<file path="src/rtl/motion_sequencer.sv">
// Command queue and sequencer in front of the motion datapath: buffers commands,
// issues them one at a time, times drives, waits on done_spin for spins, and settles between.
module motion_sequencer #(
  parameter int DEPTH        = 4,
  parameter int TICK_DIV     = 1000,
  parameter int GAP_CYCLES   = 4,
  parameter int SPIN_TIMEOUT = 1000000
) (
  input  logic                     clk,
  input  logic                     rst,
  input  logic [9:0]               cmd_in,
  input  logic [2:0]               speed_in,
  input  logic                     cmd_valid,
  output logic                     cmd_ready,
  input  logic                     abort,
  input  logic                     done_spin,
  output logic [9:0]               motion_command,
  output logic [2:0]               input_speed,
  output logic                     cmd_done,
  output logic                     busy,
  output logic                     fault,
  output logic [$clog2(DEPTH):0]   queue_count
);

  localparam int AW = $clog2(DEPTH);
  localparam int CW = AW + 1;
  localparam int PW = (TICK_DIV > 1) ? $clog2(TICK_DIV) : 1;
  localparam int GW = $clog2(GAP_CYCLES + 1);

  localparam logic [PW-1:0] PRE_LAST = PW'(TICK_DIV - 1);
  localparam logic [GW-1:0] GAP_LAST = GW'(GAP_CYCLES);
  localparam logic [23:0]   TMO_LAST = 24'(SPIN_TIMEOUT - 1);
  localparam logic [CW-1:0] FULL_CNT = CW'(DEPTH);

  typedef enum logic [1:0] {
    S_IDLE      = 2'd0,
    S_RUN_SPIN  = 2'd1,
    S_RUN_DRIVE = 2'd2,
    S_SETTLE    = 2'd3
  } state_t;

  state_t          state_q, state_d;
  logic [12:0]     mem_q [DEPTH];
  logic [12:0]     mem_d [DEPTH];
  logic [AW-1:0]   wr_ptr_q, wr_ptr_d;
  logic [AW-1:0]   rd_ptr_q, rd_ptr_d;
  logic [CW-1:0]   count_q, count_d;
  logic [9:0]      cmd_q, cmd_d;
  logic [2:0]      speed_q, speed_d;
  logic            done_q, done_d;
  logic            fault_q, fault_d;
  logic            armed_q, armed_d;
  logic [23:0]     tmo_q, tmo_d;
  logic [PW-1:0]   pre_q, pre_d;
  logic [7:0]      unit_q, unit_d;
  logic [GW-1:0]   gap_q, gap_d;

  logic            push_s;
  logic            pop_s;
  logic            flush_s;
  logic            complete_s;
  logic [12:0]     head_s;

  assign cmd_ready      = (count_q < FULL_CNT) && !fault_q;
  assign busy           = (state_q != S_IDLE) || (count_q != {CW{1'b0}});
  assign motion_command = cmd_q;
  assign input_speed    = speed_q;
  assign cmd_done       = done_q;
  assign fault          = fault_q;
  assign queue_count    = count_q;

  // Next-state logic for the sequencer FSM, its timers and the FIFO pointers.
  always_comb begin
    state_d    = state_q;
    mem_d      = mem_q;
    wr_ptr_d   = wr_ptr_q;
    rd_ptr_d   = rd_ptr_q;
    count_d    = count_q;
    cmd_d      = cmd_q;
    speed_d    = speed_q;
    done_d     = 1'b0;
    fault_d    = fault_q;
    armed_d    = armed_q;
    tmo_d      = tmo_q;
    pre_d      = pre_q;
    unit_d     = unit_q;
    gap_d      = gap_q;
    pop_s      = 1'b0;
    flush_s    = 1'b0;
    complete_s = 1'b0;
    head_s     = mem_q[rd_ptr_q];
    push_s     = cmd_valid && cmd_ready;

    if (abort) begin
      flush_s = 1'b1;
      state_d = S_IDLE;
      cmd_d   = 10'd0;
      speed_d = 3'd0;
      fault_d = 1'b0;
    end else begin
      case (state_q)
        S_IDLE: begin
          if (count_q != {CW{1'b0}}) begin
            pop_s   = 1'b1;
            cmd_d   = head_s[9:0];
            speed_d = head_s[12:10];
            armed_d = 1'b0;
            tmo_d   = 24'd0;
            pre_d   = {PW{1'b0}};
            unit_d  = head_s[7:0];
            state_d = head_s[9] ? S_RUN_SPIN : S_RUN_DRIVE;
          end else begin
            cmd_d   = 10'd0;
            speed_d = 3'd0;
          end
        end
        S_RUN_SPIN: begin
          // A done_spin still high from the previous spin must drop once before it counts.
          if (armed_q && done_spin) begin
            complete_s = 1'b1;
          end else if (tmo_q == TMO_LAST) begin
            fault_d = 1'b1;
            flush_s = 1'b1;
            cmd_d   = 10'd0;
            speed_d = 3'd0;
            state_d = S_IDLE;
          end else begin
            tmo_d   = tmo_q + 24'd1;
            armed_d = armed_q | ~done_spin;
          end
        end
        S_RUN_DRIVE: begin
          if ((unit_q == 8'd0) || ((pre_q == PRE_LAST) && (unit_q == 8'd1))) begin
            complete_s = 1'b1;
          end else if (pre_q == PRE_LAST) begin
            pre_d  = {PW{1'b0}};
            unit_d = unit_q - 8'd1;
          end else begin
            pre_d = pre_q + PW'(1);
          end
        end
        S_SETTLE: begin
          if (gap_q == GAP_LAST) begin
            state_d = S_IDLE;
          end else begin
            gap_d = gap_q + GW'(1);
          end
        end
        default: begin
          state_d = S_IDLE;
          cmd_d   = 10'd0;
          speed_d = 3'd0;
        end
      endcase
    end

    if (complete_s) begin
      cmd_d   = 10'd0;
      speed_d = 3'd0;
      done_d  = 1'b1;
      gap_d   = {GW{1'b0}};
      state_d = S_SETTLE;
    end else begin
      done_d = 1'b0;
    end

    if (flush_s) begin
      wr_ptr_d = {AW{1'b0}};
      rd_ptr_d = {AW{1'b0}};
      count_d  = {CW{1'b0}};
    end else begin
      if (push_s) begin
        mem_d[wr_ptr_q] = {speed_in, cmd_in};
      end else begin
        mem_d[wr_ptr_q] = mem_q[wr_ptr_q];
      end
      wr_ptr_d = wr_ptr_q + AW'(push_s);
      rd_ptr_d = rd_ptr_q + AW'(pop_s);
      count_d  = count_q + CW'(push_s) - CW'(pop_s);
    end
  end

  // Control and output registers with synchronous reset.
  always_ff @(posedge clk) begin
    if (rst) begin
      state_q  <= S_IDLE;
      wr_ptr_q <= {AW{1'b0}};
      rd_ptr_q <= {AW{1'b0}};
      count_q  <= {CW{1'b0}};
      cmd_q    <= 10'd0;
      speed_q  <= 3'd0;
      done_q   <= 1'b0;
      fault_q  <= 1'b0;
      armed_q  <= 1'b0;
      tmo_q    <= 24'd0;
      pre_q    <= {PW{1'b0}};
      unit_q   <= 8'd0;
      gap_q    <= {GW{1'b0}};
    end else begin
      state_q  <= state_d;
      wr_ptr_q <= wr_ptr_d;
      rd_ptr_q <= rd_ptr_d;
      count_q  <= count_d;
      cmd_q    <= cmd_d;
      speed_q  <= speed_d;
      done_q   <= done_d;
      fault_q  <= fault_d;
      armed_q  <= armed_d;
      tmo_q    <= tmo_d;
      pre_q    <= pre_d;
      unit_q   <= unit_d;
      gap_q    <= gap_d;
    end
  end

  // FIFO storage; contents are only meaningful below count_q, so no reset.
  always_ff @(posedge clk) begin
    mem_q <= mem_d;
  end

endmodule

</file>
<file path="config.mk">
export PLATFORM = sky130hd
export DESIGN_NAME = motion_sequencer
export DESIGN_NICKNAME = d
export VERILOG_FILES = /design/src/rtl/motion_sequencer.sv
export SDC_FILE = /design/constraint.sdc
export NUM_CORES = 1
export LEC_CHECK = 0
export CAP_MARGIN = 20
export CORE_MARGIN = 8
export CORE_UTILIZATION = 40
export CTS_BUF_LIST = sky130_fd_sc_hd__clkbuf_8
export CTS_CLUSTER_SIZE = 8
export DETAILED_ROUTE_END_ITERATION = 8
export GPL_TIMING_DRIVEN = 0
export PLACE_DENSITY = 0.55
export SLEW_MARGIN = 25
export SYNTH_ARGS = -nofsm -noshare
export SYNTH_HDL_FRONTEND = slang
export SYNTH_SLANG_ARGS = --single-unit
</file>
<file path="constraint.sdc">
create_clock -name clk -period 3 [get_ports clk]
set_input_delay 0.6 -clock clk [delete_from_list [all_inputs] [get_ports clk]]
set_output_delay 0.6 -clock clk [all_outputs]
set_load 0.02 [all_outputs]
</file>
Word-level counts from Yosys, hierarchy flattened
Index checks and enable logic that the tools add are counted.

Flip-flop bits (word level): 122. Input bits: 18. Output and inout bits: 20. Logic and storage cells: 134.

Add/sub/neg operators: 8. Magnitude comparators: 4. Equality and inequality tests: 17. Multiplexer cells: 55. Bitwise operators: 7. Reduce and logical (&&, ||, !) cells: 26.

Operator list (number): $bwmux W52 (2); $mux W24 (3); $mux W13 (5); $mux W10 (6); $bmux W13 S2 (2); $mux W52 (1); $pmux W24 S2 (1); $pmux W10 S2 (2); $demux W13 S2 (1); $add A24 B1 Y24 const B (1); $eq A24 B20 Y1 const B (1); $mux W8 (3); $ne A4 B4 Y1 const B (4); $pmux W8 S2 (1); $reduce_and A5 Y1 (3); $mux W1 (14); $mux W2 (7); $ne A2 B2 Y1 const B (6); $add A10 B1 Y10 const B (1); $eq A10 B10 Y1 const B (1); $mux W3 (3); $reduce_and A3 Y1 (3); $eq A8 B1 Y1 const B (1); $logic_not A8 Y1 (1); other kinds (27) (44).

Longest topological paths before layout
Gate-level depths: netlist (run 1).

Depth after elaboration: 9. Gate-level depth with buffers: 13. Mapped depth without buffers: 11.

Worst setup path before layout (run 1)
No wires, ideal clock.

Path kind: reg-to-reg. From: register count_q[2] (netlist: queue_count[2]). To: register count_q[2] (netlist: queue_count[2]). Setup time: 0.116 ns. Arrival time: 2.767 ns. Data required time: 2.884 ns. Path slack: 0.116 ns. Stages on the path, launching flop included: 14. Buffers on the path: 2. Period minus slack after synthesis: 2.884 ns. Path through: dfxtp_1 > nor2_1 > and2_1 > clkbuf_1 > buf_2 > inv_1 > ha_1 > inv_1 > ha_1 > inv_1 > fa_1 > xor2_1 > xnor2_1 > nor2_1.

Cells in the longest elaborated chain, start to end: 5. Elaborated cells on any way between the ends: 9. Classes of those cells: add/sub (2); order compare (1); mux (3); reduce/logical (3).

RTL lines: start, declared (line 47) `logic [CW-1:0] count_q, count_d;`; start signal, assigned (line 189) `count_q <= {CW{1'b0}};`; start signal, assigned (line 203) `count_q <= count_d;`; $lt A3 B3 Y1 (line 64) `assign cmd_ready = (count_q < FULL_CNT) && !fault_q;`; $logic_and A1 B1 Y1 (line 64); via cmd_ready (line 14) `output logic cmd_ready,`; $logic_and A1 B1 Y1 (line 92) `push_s = cmd_valid && cmd_ready;`; $add A3 B1 Y3 (line 179) `count_d = count_q + CW'(push_s) - CW'(pop_s);`; $sub A3 B1 Y3 (line 179).

The timed path passes the listed nets, and every way through them passes these cells. A chain may end at the register's enable or synchronous reset.

Worst setup path after layout (run 1)
From: input cmd_valid. To: register count_q[2] (netlist: queue_count[2]).

Cells in the longest elaborated chain, start to end: 3.

RTL lines: start, declared (line 13) `input logic cmd_valid,`; $logic_and A1 B1 Y1 (line 92); $add A3 B1 Y3 (line 179); $sub A3 B1 Y3 (line 179).

Every way passes these cells.

==> metrics, run 1 <==
outcome=completed; Final setup viols=0; M3 GR Usage=0.0422; total CTS buffers=17; Die Height=141 um; antenna-violating nets left=0; Total Routed Length=16300 um; fmax=0.360 GHz; Psw=around 1.1 mW; Buf/Inv on CP=5; TritonCTS Sinks=around 120; register area share after synthesis=0.473; layout cells sized above 1=0.144; RSZ-0062 raised after global routing=false; antenna violations before repair=0; number of fill cells in the layout=about 1400; register bit total from synthesis=122; Initial Util=0.411; top-level port count=38; critical path capture point type=flip-flop; Crit path max-delay family=buffers and inverters; Ant. Diodes=0; fin crit share=0.926; Syn Inst Count=594; total power=between 3 and 4 mW; Max FO, Critical Path=10; internal power=2.88 mW; Fin. Hold Viols=0; placed cell area=just under 7000 um^2; most used routing layer in global routing=met2; YS warnings=0; Switching Share=0.272; first-pass GRT wire length=between 20000 and 30000 um; Pre-Repair DR Iteration Count=7; Hold Slack=~480 ps; GPL Wtd Cong=0.785; Die X=about 140 um; dpl hpwl=about 12000 um; worst relative slew slack=0.423; Avg WL per Cell=18.6 um; Lkg Pwr=around 2.5 nW; final worst slack=roughly 220 ps; clk_skew=12.3 ps; Root Driver=clkbuf_8; Clock transition at path regs=70 ps; All-Layer GR Usage=0.169; fin area=between 7000 and 8000 um^2; nets=around 690; Syn Std Cell Area=6270 um^2; worst path required time=3340 ps; maxcap violations=0; Post-Place Setup Slack=-463 ps; htree depth=4; worst hold path type=reg -> reg; critical path's most frequent cell=inv_1; final setup TNS=0 ps; met2 usage=0.298; ys flop type=dfxtp_1; row count=between 40 and 50; Worst-Skew Late Latency=450 ps; vias=around 5000; Clock power frac=0.390; minimum clock period after layout=2780 ps; Worst-Margin Slew=approximately 860 ps; crit-path cells=clkdlybuf4s50_1, and2_1, clkbuf_4, inv_1, ha_1, inv_1, ha_1, inv_1, fa_1, xor2_1, xnor2_1, nor2_1; DRC=0; Vias/cell=roughly 5.7; TritonCTS clock tree=yes; DRT iter0 DRCs=356; CP startpoint kind=primary input; Gate power share=0.149; Area growth, synth to finish=17.3%; largest net degree at the start of global routing=17; Post-synth ARST share=0; Critical-path top delay cell=clkdlybuf4s50_1; CTS max path bufs=2; Crit Path Category=in -> reg; PortBufs=35; number of synthesized flops with an enable pin=52; vias in the first global route=around 5000; Overflow after GRT=0; met1 GRT Util=0.200; core footprint=15300 um^2; Max VDD drop=roughly 320 uV; Avg Inst Size Synth=10.6 um^2; power density cells=about 540 nW/um^2; Flop pwr share=0.461; WP data arrival=between 3000 and 4000 ps; slowest stage delay, CP=460 ps; Total Die Area=roughly 20000 um^2; Synth cell types=65; max-slew violation count=0; Mapped Nets=628
==> layout by cell type, fill, tap and decap left out, drive strengths merged, types with 3 or more instances in the layout <==
cell / instances
nand2b: 5
or3: 9
bufinv: 3
and4: 9
nand3: 15
o311ai: 5
edfxtp: 52
and3: 5
dfxtp: 70
clkinv: 5
xor2: 5
nand2: 32
clkbuf: 40
a31oi: 4
nor3: 12
or4: 16
ha: 15
mux2i: 13
nor4b: 4
o211ai: 3
nand4: 13
mux4: 26
a22oi: 14
o21ai: 16
o31ai: 20
and2: 10
buf: 17
clkinvlp: 3
o41ai: 5
inv: 19
nor2: 92
a21oi: 37
clkdlybuf4s50: 35
nor4: 6
xnor2: 4
==> power by group through the flow <==
stage | clock network (mW) | logic (mW) | registers, mW
2_1_floorplan | 0 | 0.395 | 1.86
5_1_grt | 1.64 | 0.651 | 1.83
6_report | 1.54 | 0.590 | 1.82
3_3_place_gp | 0 | 0.570 | 1.86
3_5_place_dp | 0 | 0.585 | 1.86
4_1_cts | 1.57 | 0.592 | 1.82
==> flip-flops by register name, indices dropped and copies added (netlist names) <==
register	count
gap_q	3
state_q	2
motion_command	10
tmo_q	24
mem_q	52
queue_count	3
input_speed	3
rd_ptr_q	2
unit_q	8
wr_ptr_q	2
pre_q	10
cmd_done	1
fault	1
armed_q	1
==> cell type report <==
| type | count | area [um^2] | area share |
|---|---|---|---|
| buffer | 33 | 154 | 0.0209 |
| multi-input combinational | 421 | 3110 | 0.423 |
| clock buffer | 19 | 262 | 0.0356 |
| timing repair buffer | 40 | 388 | 0.0528 |
| sequential | 122 | 2960 | 0.403 |
| clock inverter | 13 | 150 | 0.0204 |
| tap | 211 | 264 | 0.0359 |
| inverter | 17 | 63.8 | 0.00868 |
==> routing by layer <==
layer | up-vias | part of all wire
li1 | 2383 | -
met1 | 2461 | 0.44
met2 | 114 | 0.51
met3 | 10 | 0.040
met4 | 0 | 0.0085
met5 | - | 0
==> Yosys cell counts (all sizes together), types with 2 or more instances <==
| cell | number | share of area |
|---|---|---|
| xor2 | 5 | 0.0070 |
| and4 | 9 | 0.013 |
| dfxtp | 70 | 0.22 |
| a22oi | 14 | 0.017 |
| o21ai | 16 | 0.013 |
| o211ai | 3 | 0.0044 |
| edfxtp | 52 | 0.25 |
| nand3 | 15 | 0.013 |
| nand2 | 32 | 0.020 |
| a31oi | 4 | 0.0040 |
| or3 | 9 | 0.0090 |
| clkbuf | 20 | 0.012 |
| o21a | 2 | 0.0024 |
| o311ai | 5 | 0.0070 |
| mux4 | 26 | 0.093 |
| ha | 15 | 0.030 |
| buf | 14 | 0.013 |
| nor3 | 12 | 0.010 |
| mux2i | 13 | 0.021 |
| nand2b | 5 | 0.0050 |
| o31ai | 20 | 0.026 |
| inv | 17 | 0.010 |
| or4 | 16 | 0.019 |
| nor4 | 6 | 0.0094 |
| or2 | 2 | 0.0020 |
| nor4b | 4 | 0.0090 |
| nand4 | 13 | 0.013 |
| o41ai | 5 | 0.0082 |
| a31o | 2 | 0.0028 |
| nand4b | 2 | 0.0028 |
| nor2 | 92 | 0.055 |
| o32ai | 2 | 0.0028 |
| xnor2 | 4 | 0.0056 |
| and3 | 5 | 0.0050 |
| and2 | 10 | 0.010 |
| a21oi | 37 | 0.030 |
==> what timing repair did <==
item / CTS / global route
endpoints found under the setup margin: 1 / 8
pin swaps: 0 / 0
hold buffers: 0 / 0
setup buffers: 1 / 0
resized for setup: 0 / 2
==> final timing paths <==
path	end	slack, ps	cells after the start	startpoint
setup / recovery	queue_count[2]	220	12	cmd_valid
hold / removal	armed_q	480	2	armed_q
setup reg to reg	queue_count[2]	290	12	queue_count[2]
hold reg to reg	armed_q	480	2	armed_q
==> metrics by stage <==
step | std cells | utilization
after floorplan | 594 | -
after global placement | 840 | 0.451
after detailed placement | 844 | 0.454
after CTS | 877 | 0.482
after global routing | 876 | 0.482
final | 876 | 0.482
==> tightest hold or removal path: cells and delay by family, from the launching register on <==
family	cells	cell delay, ps
compound gates	1	50
flops	1	320
simple gates	1	60
==> cell families (layout without fill, tap and decap cells) <==
family,after synthesis,count (layout),share of synthesized area
and+or+nand+nor,235,235,0.199
AOI/OAI and AO/OA,122,122,0.134
DFF,122,122,0.473
buffers and inverters,51,122,0.0347
muxes,39,39,0.114
adders and majority gates,16,16,0.0331
xor gates and xnor gates,9,9,0.0126
(Power assumes the default switching activity.)
==> inputs of run 2 (changes only) <==
--- a/config.mk
+++ b/config.mk
@@ -11,8 +11,9 @@
 export CTS_BUF_LIST = sky130_fd_sc_hd__clkbuf_8
 export CTS_CLUSTER_SIZE = 8
 export DETAILED_ROUTE_END_ITERATION = 8
+export DONT_BUFFER_PORTS = 1
 export GPL_TIMING_DRIVEN = 0
-export PLACE_DENSITY = 0.55
+export PLACE_DENSITY = 0.52
 export SLEW_MARGIN = 25
 export SYNTH_ARGS = -nofsm -noshare
 export SYNTH_HDL_FRONTEND = slang
==> run 2 against run 1 <==
  * Die area did not move
  * Final area is 5.0% lower
  * Non-clock buffer count down 34
  * Maximum frequency about the same
  * Total power decreased by 4.1%
  * Sequential share of layout area is 2.1 points higher
  * Clock skew rose by 1.3 ps
  * Clock-buffer cell count is 2 lower
  * Sequential power about the same
  * Setup slack better by 2.4 ps
  * First-iteration DRC count rose by 0.28%
  * Global-route usage is 0.062 points higher
  * Critical path type is now reg -> reg
  * Highest routed layer unchanged
==> metrics, run 2 (synthesis results as in run 1) <==
outcome=completed; nets=652 (-5.0%); most frequent cells in the layout=nor2_1 (91), dfxtp_1 (70), edfxtp_1 (52); Max VDD drop=391 uV (+21%); minimum clock period after layout=2770 ps (-2.39 ps); TritonCTS clock tree=yes; DRT iter0 DRCs=357 (+0.28%); worst relative slew slack=0.425 (+0.00289); critical path capture point type=flip-flop; TritonCTS Sinks=122 (unchanged); vias=4874 (-1.9%); fin area=6980 um^2 (-5.0%); hold worst-path end=armed_q; largest net degree at the start of global routing=17 (unchanged); Root Driver=clkbuf_8; dpl hpwl=11800 um (+0.76%); Fin. Hold Viols=0 (unchanged); Final setup viols=0 (unchanged); layout cells sized above 1=0.155 (+0.0109); top-level port count=38 (unchanged); Lkg Pwr=2.33 nW (-5.6%); worst hold path type=in -> reg; antenna-violating nets left=0 (unchanged); htree depth=4 (unchanged); fin crit share=0.925 (about the same); first-pass GRT wire length=26100 um (-1.0%); most flop-heavy register=mem_q; placed cell area=6600 um^2 (-4.8%); Total Die Area=19900 um^2 (unchanged); max reg flops=52 (unchanged); Largest regs=mem_q x52, tmo_q x24; total CTS buffers=17 (unchanged); Pre-Repair DR Iteration Count=5 (-2); antenna violations before repair=0 (unchanged); vias in the first global route=4786 (-5.2%); Crit Path Category=reg -> reg; clk_skew=13.6 ps (+1.31 ps); All-Layer GR Usage=0.170 (+0.000623); reg-to-reg setup timing slack=230 ps (-60 ps); Avg WL per Cell=19.6 um (+5.6%); max-slew violation count=0 (unchanged); row count=45 (unchanged); Initial Util=0.411 (unchanged); crit path launch=queue_count[2]; CTS max path bufs=2 (unchanged); commonest non-fill, non-tap cell in the layout=nor2_1; post-CTS setup repair buffer count=0 (-1); maxcap violations=0 (unchanged); Overflow after GRT=0 (unchanged); number of fill cells in the layout=1467 (+3.0%); Worst-Margin Slew=852 ps (-4.29 ps); WP data arrival=3120 ps (about the same); worst r2r dst=queue_count[2]; hold depth=2 (unchanged); CP startpoint kind=flip-flop; worst path required time=3350 ps (about the same); Die X=141 um (unchanged); Die Height=141 um (unchanged); Max FO, Critical Path=10 (unchanged); hold buffer count at CTS=0 (unchanged); DRC=0 (unchanged); reg2reg start=queue_count[2]; Area growth, synth to finish=11.4%; core footprint=15300 um^2 (unchanged); RSZ-0062 raised after global routing=false; power density cells=543 nW/um^2 (+0.99%); fmax=0.360 GHz (about the same); Vias/cell=5.79 (+2.1%); Worst-Skew Late Latency=460 ps (about the same); Hold Crit Start=done_spin; Clock transition at path regs=80 ps (about the same); R2R depth=12 (unchanged); Finished Core Util=0.458 (-0.0243); GPL Wtd Cong=0.780 (-0.62%); Ant. Diodes=0 (unchanged); PortBufs=0 (-100%); Total Routed Length=16500 um (+1.5%)
-- run 2: changes by cell type in the layout (fill, tap and decap cells not counted), moves of 2 or more --
cell | before | now
clkdlybuf4s50_1 | 35 | 0
clkinv_2 | 5 | 1
bufinv_16 | 3 | 1
inv_6 | 1 | 5
clkinvlp_4 | 3 | 1
clkinv_4 | 0 | 6
clkbuf_8 | 19 | 17
-- run 2: layer usage --
metal	share of wire	GRT usage	vias to the layer above	wire (um)
met3	0.045	0.0503	28	746
met4	0.017	0.0566	0	274
met1	0.42	0.192	2436	6920
li1	-	-	2324	-
met5	0	0	-	0
met2	0.52	0.300	86	8590
-- run 2: stage by stage --
step | std cells | hold WS (ps) | setup TNS [ps] | power [mW] | worst slack [ps]
3_3_place_gp | 805 | 462 | -34380 | 2.39 | -832
5_1_grt | 842 | 348 | 0 | 3.96 | 23.7
3_5_place_dp | 811 | 473 | -552 | 2.41 | -383
6_report | 842 | 342 | 0 | 3.79 | 226
2_1_floorplan | 594 | 441 | 0 | 2.26 | 116
4_1_cts | 842 | 315 | 0 | 3.83 | 31.9
-- run 2: area by class of cell --
cell class	count	area (um^2)	share of cell area
plain buffers	33	153	0.0219
clock buffers	17	234	0.0335
clock inverters	15	143	0.0204
inverters	17	63.8	0.00914
multi-input cells	421	3120	0.446
flip-flops and latches	122	2960	0.424
well taps	211	264	0.0378
repair buffers	6	45.0	0.00645
-- run 2: worst max path at each step --
stage          slack [ps]  cells after the start             end
4_1_cts                30                     12  queue_count[2]
3_5_place_dp         -380                     13  queue_count[2]
3_3_place_gp         -830                      4       mem_q[23]
2_1_floorplan         120                     13  queue_count[2]
6_report              230                     12  queue_count[2]
5_1_grt                20                     12  queue_count[2]
-- run 2: repair_timing --
item | in CTS | in global routing
pin swaps | 0 | 0
gates resized for setup | 2 | 2
endpoints found under the setup margin | 2 | 1
cloned | 0 | 0
-- run 2: worst max-delay path, cell delays in order, from the launching register on --
cell	delay (ps)
dfxtp_1	460
nor2_4	220
and2_2	330
clkbuf_4	330
inv_1	70
ha_1	290
inv_1	50
ha_1	130
inv_1	50
fa_1	370
xor2_1	160
xnor2_1	150
nor2_1	50
-- run 2: power breakdown --
part           switching, mW  internal [mW]
clock                  0.755          0.668
sequential            0.0543           1.78
combinational          0.332          0.200
==> inputs of run 3 (changes only) <==
--- a/config.mk
+++ b/config.mk
@@ -18,3 +18,4 @@
 export SYNTH_ARGS = -nofsm -noshare
 export SYNTH_HDL_FRONTEND = slang
 export SYNTH_SLANG_ARGS = --single-unit
+export TNS_END_PERCENT = 10
==> constraint.sdc (replaced) <==
create_clock -name clk -period 3 [get_ports clk]
set_input_delay 0.6 -clock clk [delete_from_list [all_inputs] [get_ports clk]]
set_output_delay 0.6 -clock clk [all_outputs]
set_load 0.005 [all_outputs]
==> run 3 against run 2 <==
  * Non-clock buffer count is the same
  * Largest power group unchanged
  * Clock-buffer cell count unchanged
  * Setup slack improved by 56 ps
  * Highest routed layer unchanged
==> metrics, run 3 (synthesis results as in run 1) <==
CTS max path bufs=2 (unchanged); Total Die Area=19900 um^2 (unchanged); Buf/Inv on CP=4 (unchanged); Worst-Skew Late Latency=460 ps (about the same); fmax=0.368 GHz (+2.1%); Pre-Repair DR Iteration Count=5 (unchanged); worst hold path type=in -> reg; most flop-heavy register=mem_q; Clock transition at path regs=80 ps (about the same); Die X=141 um (unchanged); max-slew violation count=0 (unchanged); critical path capture point type=flip-flop; DRC=0 (unchanged); RSZ-0062 raised after global routing=false; All-Layer GR Usage=0.170 (about the same); highest metal used=met4; Max VDD drop=391 uV (about the same); commonest non-fill, non-tap cell in the layout=nor2_1; GPL Wtd Cong=0.780 (unchanged); max reg flops=52 (unchanged); Area growth, synth to finish=11.2%; antenna violations before repair=0 (unchanged); htree depth=4 (unchanged); Critical-path top delay cell=dfxtp_1; Root Driver=clkbuf_8; row count=45 (unchanged); maxcap violations=0 (unchanged); WL met3=801 um (+7.4%); vias=4885 (+0.23%); R2R depth=12 (unchanged); met2 WL=8560 um (-0.33%); hold depth=2 (unchanged); Lkg Pwr=2.32 nW (-0.16%); fin area=6970 um^2 (-0.14%); largest net degree at the start of global routing=17 (unchanged); minimum clock period after layout=2720 ps (-55.9 ps); worst path required time=3350 ps (about the same); clk_skew=13.6 ps (-0.0288 ps); Crit Path Category=reg -> reg; top-level port count=38 (unchanged); dpl hpwl=11800 um (unchanged); DRT iter0 DRCs=357 (unchanged); Worst-Margin Slew=865 ps (+13.0 ps); critical path's most frequent cell=inv_1; Vias/cell=5.80 (+0.23%); Ant. Diodes=0 (unchanged); Post-Place Setup Slack=-73.4 ps (+310 ps); Hold Slack=342 ps (+0.244 ps); worst relative slew slack=0.417 (-0.00879); layout cells sized above 1=0.154 (-0.00158); TritonCTS clock tree=yes; Initial Util=0.411 (unchanged); Final setup viols=0 (unchanged); slowest stage delay, CP=390 ps (-70 ps); Largest regs=mem_q x52, tmo_q x24; Crit path depth=12 (unchanged); final worst slack=282 ps (+55.9 ps); Crit path max-delay family=adder cells; post-CTS setup repair buffer count=0 (unchanged); antenna-violating nets left=0 (unchanged); PortBufs=0 (unchanged); Max FO, Critical Path=10 (unchanged); Overflow after GRT=0 (unchanged); WP data arrival=3070 ps (-50 ps); fin crit share=0.906 (-0.0186); Fin. Hold Viols=0 (unchanged); WL met1=6870 um (-0.65%); most frequent cells in the layout=nor2_1 (92), dfxtp_1 (70), edfxtp_1 (52); core footprint=15300 um^2 (unchanged); TritonCTS Sinks=122 (unchanged); Avg WL per Cell=19.6 um (-0.15%); total CTS buffers=17 (unchanged); power density cells=542 nW/um^2 (-0.28%); vias in the first global route=4785 (-0.021%); Die Height=141 um (unchanged); placed cell area=6600 um^2 (unchanged); CP startpoint kind=flip-flop; outcome=completed; first-pass GRT wire length=26100 um (about the same); nets=652 (unchanged); Total Routed Length=16500 um (-0.15%); crit-path cells=nor2_1, and2_2, buf_2, inv_1, ha_1, inv_1, ha_1, inv_1, fa_1, xor2_1, xnor2_1, nor2_1
run 3: worst reg2reg max path, stage by stage, from the launching register on:
cell and delay [ps]:
dfxtp_1 390, nor2_1 180, and2_2 330, buf_2 380, inv_1 90, ha_1 290
inv_1 50, ha_1 130, inv_1 50, fa_1 370, xor2_1 170, xnor2_1 130
nor2_1 50
run 3: final timing paths:
check | from | endpoint | slack, ps
setup reg to reg | queue_count[2] | queue_count[2] | 280
hold reg to reg | armed_q | armed_q | 490
hold / removal | done_spin | armed_q | 340
setup / recovery | queue_count[2] | queue_count[2] | 280
run 3: power breakdown:
| group | total [mW] | internal (mW) | switching [mW] | leakage (nW) |
|---|---|---|---|---|
| clock network | 1.42 | 0.668 | 0.755 | 0.193 |
| logic | 0.527 | 0.199 | 0.327 | 1.07 |
| registers | 1.83 | 1.78 | 0.0440 | 1.05 |
run 3: what timing repair did:
action / CTS / global route
resized for setup: 0 / 1
hold buffers: 0 / 0
endpoints found under the setup margin: 1 / 1
cloned: 0 / 0
run 3: layout make-up:
type	instances	area (um^2)
clock inverter	15	143
tap	211	264
multi-input combinational	421	3110
sequential	122	2960
inverter	17	63.8
timing repair buffer	6	45.0
clock buffer	17	234
buffer	33	150
fill	1466	8290
run 3: per-stage QoR:
| step | util | std cells | power (mW) | setup TNS, ps |
|---|---|---|---|---|
| floorplan | - | 594 | 2.24 | 0 |
| global placement | 0.428 | 805 | 2.38 | -33880 |
| detailed placement | 0.432 | 811 | 2.39 | -73.4 |
| CTS | 0.457 | 842 | 3.81 | 0 |
| global route | 0.457 | 842 | 3.94 | 0 |
| finish | 0.457 | 842 | 3.78 | 0 |
run 3: layer usage:
metal | up-vias | GRT usage
li1 | 2324 | -
met1 | 2429 | 0.191
met2 | 104 | 0.300
met3 | 28 | 0.0503
met4 | 0 | 0.0566
met5 | - | 0
